File: src/rtl/signed_addsub_pipe.sv
// Two-stage pipelined signed add/subtract unit with valid/ready handshake,
// stage-2 accumulator, optional saturation and a sticky overflow flag.
module signed_addsub_pipe #(
    parameter int WIDTH = 8,
    parameter bit SAT   = 1'b0
) (
    input  logic             clk,
    input  logic             rst,
    input  logic             in_valid,
    output logic             in_ready,
    input  logic [1:0]       op,
    input  logic [WIDTH-1:0] x,
    input  logic [WIDTH-1:0] y,
    input  logic             acc_clr,
    input  logic             sticky_clr,
    output logic             out_valid,
    input  logic             out_ready,
    output logic [WIDTH-1:0] s,
    output logic             negative,
    output logic             zero,
    output logic             cout,
    output logic             overflow,
    output logic             sticky_ovf
);

    logic             s1_valid;
    logic [1:0]       s1_op;
    logic [WIDTH-1:0] s1_x;
    logic [WIDTH-1:0] s1_y;
    logic [WIDTH-1:0] acc;

    logic             advance;
    logic             accept;
    logic             enter;
    logic [WIDTH-1:0] acc_opnd;
    logic [WIDTH-1:0] opnd_a;
    logic [WIDTH-1:0] opnd_b;
    logic [WIDTH-1:0] opnd_b_eff;
    logic             sub;
    logic [WIDTH:0]   sum;
    logic             ovf;
    logic [WIDTH-1:0] result;

    localparam logic [WIDTH-1:0] MAX_VAL = {1'b0, {(WIDTH-1){1'b1}}};
    localparam logic [WIDTH-1:0] MIN_VAL = {1'b1, {(WIDTH-1){1'b0}}};

    assign advance  = ~out_valid | out_ready;
    assign in_ready = ~s1_valid | advance;
    assign accept   = in_valid & in_ready;
    assign enter    = s1_valid & advance;

    // A same-edge acc_clr makes an entering accumulate op see zero as its operand.
    always_comb begin
        acc_opnd   = acc_clr ? '0 : acc;
        opnd_a     = s1_op[1] ? acc_opnd : s1_x;
        opnd_b     = s1_op[1] ? s1_x : s1_y;
        sub        = s1_op[0];
        opnd_b_eff = opnd_b ^ {WIDTH{sub}};
        sum        = {1'b0, opnd_a} + {1'b0, opnd_b_eff} + {{WIDTH{1'b0}}, sub};
        ovf        = (opnd_a[WIDTH-1] == opnd_b_eff[WIDTH-1]) &
                     (sum[WIDTH-1] != opnd_a[WIDTH-1]);
        result     = sum[WIDTH-1:0];
        if (SAT && ovf) begin
            result = opnd_a[WIDTH-1] ? MIN_VAL : MAX_VAL;
        end
    end

    always_ff @(posedge clk or posedge rst) begin
        if (rst) begin
            s1_valid <= 1'b0;
            s1_op    <= '0;
            s1_x     <= '0;
            s1_y     <= '0;
        end else if (accept) begin
            s1_valid <= 1'b1;
            s1_op    <= op;
            s1_x     <= x;
            s1_y     <= y;
        end else if (advance) begin
            s1_valid <= 1'b0;
        end
    end

    always_ff @(posedge clk or posedge rst) begin
        if (rst) begin
            out_valid <= 1'b0;
            s         <= '0;
            negative  <= 1'b0;
            zero      <= 1'b0;
            cout      <= 1'b0;
            overflow  <= 1'b0;
        end else if (advance) begin
            out_valid <= s1_valid;
            if (s1_valid) begin
                s        <= result;
                negative <= result[WIDTH-1];
                zero     <= (result == '0);
                cout     <= sum[WIDTH];
                overflow <= ovf;
            end
        end
    end

    // The entering accumulate op's result takes priority over acc_clr.
    always_ff @(posedge clk or posedge rst) begin
        if (rst) begin
            acc <= '0;
        end else if (enter && s1_op[1]) begin
            acc <= result;
        end else if (acc_clr) begin
            acc <= '0;
        end
    end

    always_ff @(posedge clk or posedge rst) begin
        if (rst) begin
            sticky_ovf <= 1'b0;
        end else if (enter && ovf) begin
            sticky_ovf <= 1'b1;
        end else if (sticky_clr) begin
            sticky_ovf <= 1'b0;
        end
    end

endmodule
File: config.mk
export PLATFORM = sky130hd
export DESIGN_NAME = signed_addsub_pipe
export DESIGN_NICKNAME = d
export VERILOG_FILES = /design/src/rtl/signed_addsub_pipe.sv
export SDC_FILE = /design/constraint.sdc
export NUM_CORES = 1
export LEC_CHECK = 0
export ABC_AREA = 0
export BUFFER_PORTS_ARGS = -buffer_cell sky130_fd_sc_hd__buf_4
export CAP_MARGIN = 20
export CORE_MARGIN = 3
export CORE_UTILIZATION = 52
export CTS_BUF_LIST = sky130_fd_sc_hd__clkbuf_4 sky130_fd_sc_hd__clkbuf_8
export CTS_CLUSTER_SIZE = 10
export DETAILED_ROUTE_END_ITERATION = 7
export GPL_TIMING_DRIVEN = 0
export PLACE_DENSITY = 0.77
export SYNTH_ARGS = -nofsm -noshare
export SYNTH_HDL_FRONTEND = slang
export SYNTH_SLANG_ARGS = --single-unit
File: constraint.sdc
create_clock -name clk -period 3 [get_ports clk]
set_input_delay 0.15 -clock clk [delete_from_list [all_inputs] [get_ports clk]]
set_output_delay 0.15 -clock clk [all_outputs]
set_load 0.01 [all_outputs]
Word-level counts from Yosys, hierarchy flattened
Cells that the tools add are included.
{ "word_totals": {"ff_bits": 41, "in_bits": 24, "output_inout_bits": 15, "wordCells": 38} }
{ "classes": {"add_sub_neg": 2, "eq_ne": 2, "mux": 8, "bitwise": 8, "n_reduce_logical": 6} }
{ "ops": {"columns": ["cell", "count"], "rows": [
  ["$mux 8", 4],
  ["$add 8x8->9", 1],
  ["$add 9x1->9", 1],
  ["$logic_not 8->1", 1],
  ["$xor 8x8->8", 1],
  ["$mux 1", 4],
  ["$reduce_bool 2->1", 2],
  ["$and 1x1->1", 3],
  ["$logic_and 1x1->1", 2],
  ["$not 1->1", 2],
  ["$or 1x1->1", 2],
  ["$reduce_and 2->1", 1],
  ["$eq 1x1->1", 1],
  ["$ne 1x1->1", 1]
]} }

Logic depth before layout (Yosys ltp)
Gate-level depths: netlist of the first run.
{ "depth": {"ltp_word": 8, "depth_mapped": 12, "mapped_depth_nobuf": 10} }

Worst setup path before layout of the first run
Ideal clock, no wire load.
{ "synth_path": {"path_kind": "register -> register", "start": "reg s1_op[1]", "end": "reg zero", "setup_ns": 0.122, "t_arrival_ns": 2.704, "slack_ns": 0.174, "stages_incl_launch_ff": 12, "n_path_buf": 2, "cell_sequence": "dfrtp_1 > buf_2 > buf_1 > mux2i_1 > xnor2_1 > fa_1 > a21o_1 > a21oi_1 > o21ai_0 > o211a_1 > o21ba_2 > a32o_1"} }
{ "synth_via": {"elab_chain_len": 5} }
{ "synth_lines": {"columns": ["element", "line", "source"], "rows": [
  ["start: declaration", "27", "logic [1:0] s1_op;"],
  ["start signal: assignment", "76", "s1_op <= op;"],
  ["$mux 8", "56", "opnd_b = s1_op[1] ? s1_x : s1_y;"],
  ["$xor 8x8->8", "58", "opnd_b_eff = opnd_b ^ {WIDTH{sub}};"],
  ["$add 8x8->9 *", "59", "sum = {1'b0, opnd_a} + {1'b0, opnd_b_eff} + {{WIDTH{1'b0}}, sub};"],
  ["$add 9x1->9 *", "59", null],
  ["$logic_not 8->1 *", "97", "zero <= (result == '0);"],
  ["end signal: assignment", "97", null],
  ["end: declaration", "20", "output logic zero,"]
]} }
Mark *: on every way between the ends. The rest lies on a longest branch, timed or not.
A chain may end at the register's enable or synchronous reset.

Final worst setup path of the first run
Ends and elaborated chain as after synthesis.

==> results.sh, run 1 <==
export IMPL_status="complete, no violations"
export IMPL_syn_avg_cell_area_sq_um=10.92
export IMPL_final_area_sq_um=2603
export IMPL_p_leak_nw=1.195
export IMPL_min_path_type="in -> async"
export IMPL_cts_max_path_buffers=2
export IMPL_cp_end_kind="flop"
export IMPL_slowest_stage="a2111oi_1"
export IMPL_cts_tree="yes"
export IMPL_seqCellArea_sq_um=1001
export IMPL_layout_drive_gt1_share=0.3347
export IMPL_slew_headroom=0.4455
export IMPL_fin_crit_sh=0.9420
export IMPL_dp_final_hpwl_um=3155
export IMPL_grt_busiest_layer="met2"
export IMPL_wl_per_cell_um=14.66
export IMPL_ys_seq_area_frac=0.4678
export IMPL_synth_ff_type="dfrtp_1"
export IMPL_setup_viol=0
export IMPL_port_buffers=38
export IMPL_grt_overflow=0
export IMPL_syn_inst=196
export IMPL_core_sq_um=3799
export IMPL_drv_cap=0
export IMPL_grt_pass1_vias=1574
export IMPL_rows=22
export IMPL_vias=1613
export IMPL_cts_buffers=5
export IMPL_drv_slew=0
export IMPL_cp_required_ps=3240
export IMPL_synth_top_area_cell="dfrtp_1"
export IMPL_arrival_ps=3060
export IMPL_final_cell_mix="buf_4, dfrtp_1, mux2_2"
export IMPL_ys_async_sr_fraction=1.000
export IMPL_grt_util_met1=0.2452
export IMPL_gp_congestion=0.8423
export IMPL_n_fill_cell=309
export IMPL_grt_usage=0.1814
export IMPL_path_cells="buf_2, buf_6, mux2i_1, xnor2_1, ha_1, clkbuf_1, and3_1, a2111oi_1, o211ai_1, o21ba_2, a32o_1"
export IMPL_grt_max_degree=41
export IMPL_syn_cell_area_sq_um=2140
export IMPL_io_pins=39
export IMPL_start_util=0.5632
export IMPL_avgViaCountPerCell=5.562
export IMPL_syn2layout_area_growth_pct=21.64
export IMPL_rsz0062_at_grt="no"
export IMPL_synth_warning_count=0
export IMPL_antenna_found_initial=0
export IMPL_ctsHoldBuffers=0
export IMPL_finalHoldViolCount=0
export IMPL_h_tree_depth=2
export IMPL_fmax_mhz=353.8
export IMPL_cp_max_fo=10
export IMPL_clockRootBuffer="clkbuf_8"
export IMPL_use_met2=0.2707
export IMPL_syn_nets=228
export IMPL_yosysTopAreaCellShare=0.4678
export IMPL_diodes=0
export IMPL_rrSetupSlack_ps=170
export IMPL_dieArea_sq_um=4920
export IMPL_powerDensity_nw_per_um2=847.2
export IMPL_drc=0
export IMPL_cts_sinks=40
export IMPL_timing_hold_ws_ps=25.61
export IMPL_max_slew_worst_pin_slew_ps=830.5
export IMPL_critical_path_class="reg -> reg"
export IMPL_yosys_cell_types_count=40
export IMPL_dr_pass1_iters=4
export IMPL_die_h_um=70.15
export IMPL_die_x_um=70.15
export IMPL_grt_pass1_wl_um=7113
export IMPL_skew_ps=9.491
export IMPL_placed_area_sq_um=2485
export IMPL_synth_seq_cells=40
export IMPL_multi_input_area_sq_um=1094
export IMPL_ys_top_cells_by_area="dfrtp_1, mux2_2, ha_1"
export IMPL_critPathLaunchType="flop"
export IMPL_layout_nets=273
export IMPL_use_met3=0.05612
export IMPL_worst_slack_ps=173.9
export IMPL_clk_insertion_delay_late_ps=300
export IMPL_drt_iter0_markers=86
export IMPL_clk_pin_slew_ps=80
export IMPL_dp_slack_ps=-209.7
export IMPL_synth_edf_count=0
export IMPL_peakVddDrop_mv=0.3958
export IMPL_max_stage_delay_ps=350
export IMPL_routed_wl_um=4251
export IMPL_final_min_clock_period_ps=2826
export IMPL_antenna_left=0
-- registers in the layout, indices dropped and copies added (netlist names) --
name	flops
sticky_ovf	1
s1_valid	1
acc	8
s1_op	2
out_valid	1
cout	1
overflow	1
s1_x	8
zero	1
s	8
s1_y	8
-- metrics by stage --
stage | power (mW) | utilization | cells | setup TNS (ps)
detailed placement | 1.790 | 0.6542 | 282 | -900.7
global placement | 1.754 | 0.6542 | 282 | -367.4
global route | 2.351 | 0.6851 | 290 | 0
floorplan | 1.462 | - | 196 | 0
finish | 2.205 | 0.6851 | 290 | 0
CTS | 2.181 | 0.6808 | 290 | 0
-- per-layer routing --
metal	part of all wire	vias to the layer above	wire [um]
li1	-	780	-
met1	0.46	778	1962
met2	0.46	42	1968
met3	0.054	13	230
met4	0.021	0	89
met5	0	-	0
-- worst max-delay path: cells and delay by family (launching register included) --
kind                       cells  cell delay (ps)
muxes                          1              240
xor gates and xnor gates       1              160
AOI/OAI and AO/OA              4             1030
DFF                            1              320
adders and majority gates      1              250
and+or+nand+nor                1              210
buffers and inverters          3              560
-- synth_stat cells (2+ instances only) --
library cell,instances
nand2_1,20
nand3_1,2
o21ai_1,2
inv_1,5
a211oi_1,2
mux2i_1,7
clkbuf_1,3
dfrtp_1,40
nor2_1,6
xnor2_1,10
nand3b_1,3
nor3_1,4
nor2b_1,2
xor2_1,3
o21ai_0,17
buf_4,2
ha_1,7
mux2_2,25
nand2b_1,9
a21oi_1,6
o31a_1,2
-- path summary, 6_finish.rpt --
kind | startpoint | end | cells after the start
setup / recovery | s1_op[1]$_DFFE_PP0P_ | zero$_DFFE_PP0P_ | 11
hold / removal | rst | acc[2]$_DFF_PP0_ | 2
setup reg to reg | s1_op[1]$_DFFE_PP0P_ | zero$_DFFE_PP0P_ | 11
hold reg to reg | overflow$_DFFE_PP0P_ | overflow$_DFFE_PP0P_ | 2
max in group asynchronous | rst | s1_x[5]$_DFFE_PP0P_ | 2
min in group clk | sticky_clr | sticky_ovf$_DFFE_PP0P_ | 2
-- timing repair --
item,in CTS,in global routing
hold endpoints to repair,0,0
setup buffers,0,0
endpoints found under the setup margin,10,5
resized for setup,2,4
-- where the power goes --
group          internal [mW]  total [mW]  switching [mW]
registers              0.688       0.764          0.0757
logic                  0.494        1.05           0.556
clock network          0.206       0.391           0.185
total                   1.39        2.20           0.816
-- logic make-up (layout without fill, tap and decap cells) --
family | Yosys count | after routing | share of synthesized area
simple gates | 50 | 50 | 0.1193
flops | 40 | 40 | 0.4678
compound gates | 40 | 40 | 0.1181
xor+xnor | 13 | 13 | 0.05322
fa+ha+maj | 8 | 8 | 0.05029
buf+inv | 13 | 59 | 0.02689
mux | 32 | 32 | 0.1643
-- cell type report --
type                       count  share of cell area
buffer                         7             0.01635
clock buffer                   8             0.03750
inverter                       6            0.008654
multi-input combinational    143              0.4202
sequential                    40              0.3846
tap                           48             0.02308
timing repair buffer          38              0.1096
(Power assumes the default switching activity.)
==> run 2, diff against run 1 <==
--- a/config.mk
+++ b/config.mk
@@ -5,7 +5,6 @@
 export SDC_FILE = /design/constraint.sdc
 export NUM_CORES = 1
 export LEC_CHECK = 0
-export ABC_AREA = 0
 export BUFFER_PORTS_ARGS = -buffer_cell sky130_fd_sc_hd__buf_4
 export CAP_MARGIN = 20
 export CORE_MARGIN = 3
==> constraint.sdc (replaced) <==
create_clock -name clk -period 2.45 [get_ports clk]
set_input_delay 0.1225 -clock clk [delete_from_list [all_inputs] [get_ports clk]]
set_output_delay 0.1225 -clock clk [all_outputs]
set_load 0.01 [all_outputs]
==> results.sh, run 2 (synthesis gave the netlist of run 1 again) <==
export IMPL_status="finished, violations left"
export IMPL_violations="negative setup slack"
export IMPL_grt_max_degree=41
export IMPL_dp_final_hpwl_um=3175
export IMPL_drt_iter0_markers=83
export IMPL_diodes=0
export IMPL_crit_path_start="s1_op[1]$_DFFE_PP0P_"
export IMPL_final_cell_mix="buf_4, dfrtp_1, mux2_2"
export IMPL_critical_path_class="reg -> reg"
export IMPL_dp_slack_ps=-342.6
export IMPL_vias=1765
export IMPL_port_buffers=38
export IMPL_final_area_sq_um=2999
export IMPL_cts_buffers=5
export IMPL_cts_sinks=40
export IMPL_final_common_cell="buf_4"
export IMPL_p_int_mw=2.118
export IMPL_placed_area_sq_um=2501
export IMPL_cp_top_family="buffers and inverters"
export IMPL_setup_viol=9
export IMPL_fin_crit_sh=1.051
export IMPL_seqPwrFrac=0.280
export IMPL_path_depth=13
export IMPL_grt_usage=0.2080
export IMPL_powerDensity_nw_per_um2=1125
export IMPL_max_slew_worst_pin_slew_ps=845.9
export IMPL_p_comb_frac=0.579
export IMPL_max_stage_delay_ps=370
export IMPL_finalHoldViolCount=0
export IMPL_antenna_left=0
export IMPL_critPathLaunchType="flop"
export IMPL_slowest_stage="dfrtp_1"
export IMPL_skew_ps=5.193
export IMPL_swShare=0.3723
export IMPL_syn2layout_area_growth_pct=40.18
export IMPL_cts_tree="yes"
export IMPL_drv_slew=0
export IMPL_min_path_type="in -> async"
export IMPL_critPathBufInv=6
export IMPL_layout_drive_gt1_share=0.5019
export IMPL_avgViaCountPerCell=5.639
export IMPL_ff2ff_path_depth=13
export IMPL_drv_cap=0
export IMPL_core_sq_um=3799
export IMPL_slew_headroom=0.4352
export IMPL_routed_wl_um=5146
export IMPL_layout_nets=296
export IMPL_rsz0062_at_grt="yes"
export IMPL_peakVddDrop_mv=0.5638
export IMPL_io_pins=39
export IMPL_clock_power_share=0.141
export IMPL_grt_pass1_vias=1707
export IMPL_wl_per_cell_um=16.44
export IMPL_drc=0
export IMPL_dieArea_sq_um=4920
export IMPL_grt_overflow=0
export IMPL_p_leak_nw=1.368
export IMPL_grt_pass1_wl_um=8073
export IMPL_die_x_um=70.15
export IMPL_antenna_found_initial=0
export IMPL_start_util=0.5632
export IMPL_clk_pin_slew_ps=80
export IMPL_h_tree_depth=2
export IMPL_p_sw_mw=1.256
export IMPL_gp_congestion=0.8505
export IMPL_dr_pass1_iters=4
export IMPL_fmax_mhz=388.5
export IMPL_die_h_um=70.15
export IMPL_timing_hold_ws_ps=4.482
export IMPL_cp_end_kind="flop"
export IMPL_clk_insertion_delay_late_ps=290
export IMPL_r2r_start="s1_op[1]$_DFFE_PP0P_"
export IMPL_cp_max_fo=6
export IMPL_rows=22
export IMPL_cts_max_path_buffers=2
export IMPL_clockRootBuffer="clkbuf_8"
export IMPL_cp_required_ps=2630
export IMPL_worst_slack_ps=-123.8
export IMPL_arrival_ps=2750
export IMPL_path_cells="buf_6, buf_16, mux2i_1, xnor2_1, ha_2, buf_4, buf_6, buf_4, inv_2, o21ai_1, o211a_1, o21ba_2, a32o_1"
export IMPL_final_min_clock_period_ps=2574
[run 2: worst paths after layout]
check	endpoint	slack [ps]
min in group clk	s1_valid$_DFFE_PP0P_	30
setup / recovery	zero$_DFFE_PP0P_	-120
setup reg to reg	zero$_DFFE_PP0P_	-120
hold / removal	acc[7]$_DFF_PP0_	4
hold reg to reg	overflow$_DFFE_PP0P_	480
max in group asynchronous	zero$_DFFE_PP0P_	1920
[run 2: final cells by class]
cell class                      count  area, sq um
Multi-Input combinational cell    143         1260
Sequential cell                    40         1001
Fill cell                         235        799.5
Timing Repair Buffer               62        506.7
Clock buffer                        8        97.59
Tap cell                           48        60.06
Buffer                              6        48.80
Inverter                            6        25.02
[run 2: what timing repair did]
action,4_1_cts,5_1_grt
endpoints found under the setup margin,9,14
gates cloned,1,0
gates resized for setup,28,24
hold buffers,0,1
hold endpoints to repair,0,1
buffers inserted,18,4
pin swaps,19,13
[run 2: routing by layer]
layer | share of wire | track usage
met5 | 0 | 0
met4 | 0.037 | 0.08298
met3 | 0.051 | 0.05755
met2 | 0.50 | 0.3463
met1 | 0.41 | 0.2544
[run 2: per-stage QoR]
| stage | power (mW) | TNS, ps | std cells | utilization |
|---|---|---|---|---|
| 2_1_floorplan | 1.806 | 0 | 196 | - |
| 3_3_place_gp | 2.163 | -1289 | 282 | 0.6584 |
| 3_5_place_dp | 2.207 | -1711 | 282 | 0.6584 |
| 4_1_cts | 3.078 | -78.74 | 308 | 0.7507 |
| 5_1_grt | 3.566 | -1612 | 313 | 0.7895 |
| 6_report | 3.375 | -573.8 | 313 | 0.7895 |
[run 2: power groups by stage]
stage / registers (mW) / logic (mW) / clock network [mW]
2_1_floorplan: 0.972 / 0.834 / 0
3_3_place_gp: 0.941 / 1.22 / 0
3_5_place_dp: 0.951 / 1.26 / 0
4_1_cts: 0.938 / 1.65 / 0.486
5_1_grt: 0.966 / 2.09 / 0.514
6_report: 0.944 / 1.95 / 0.477
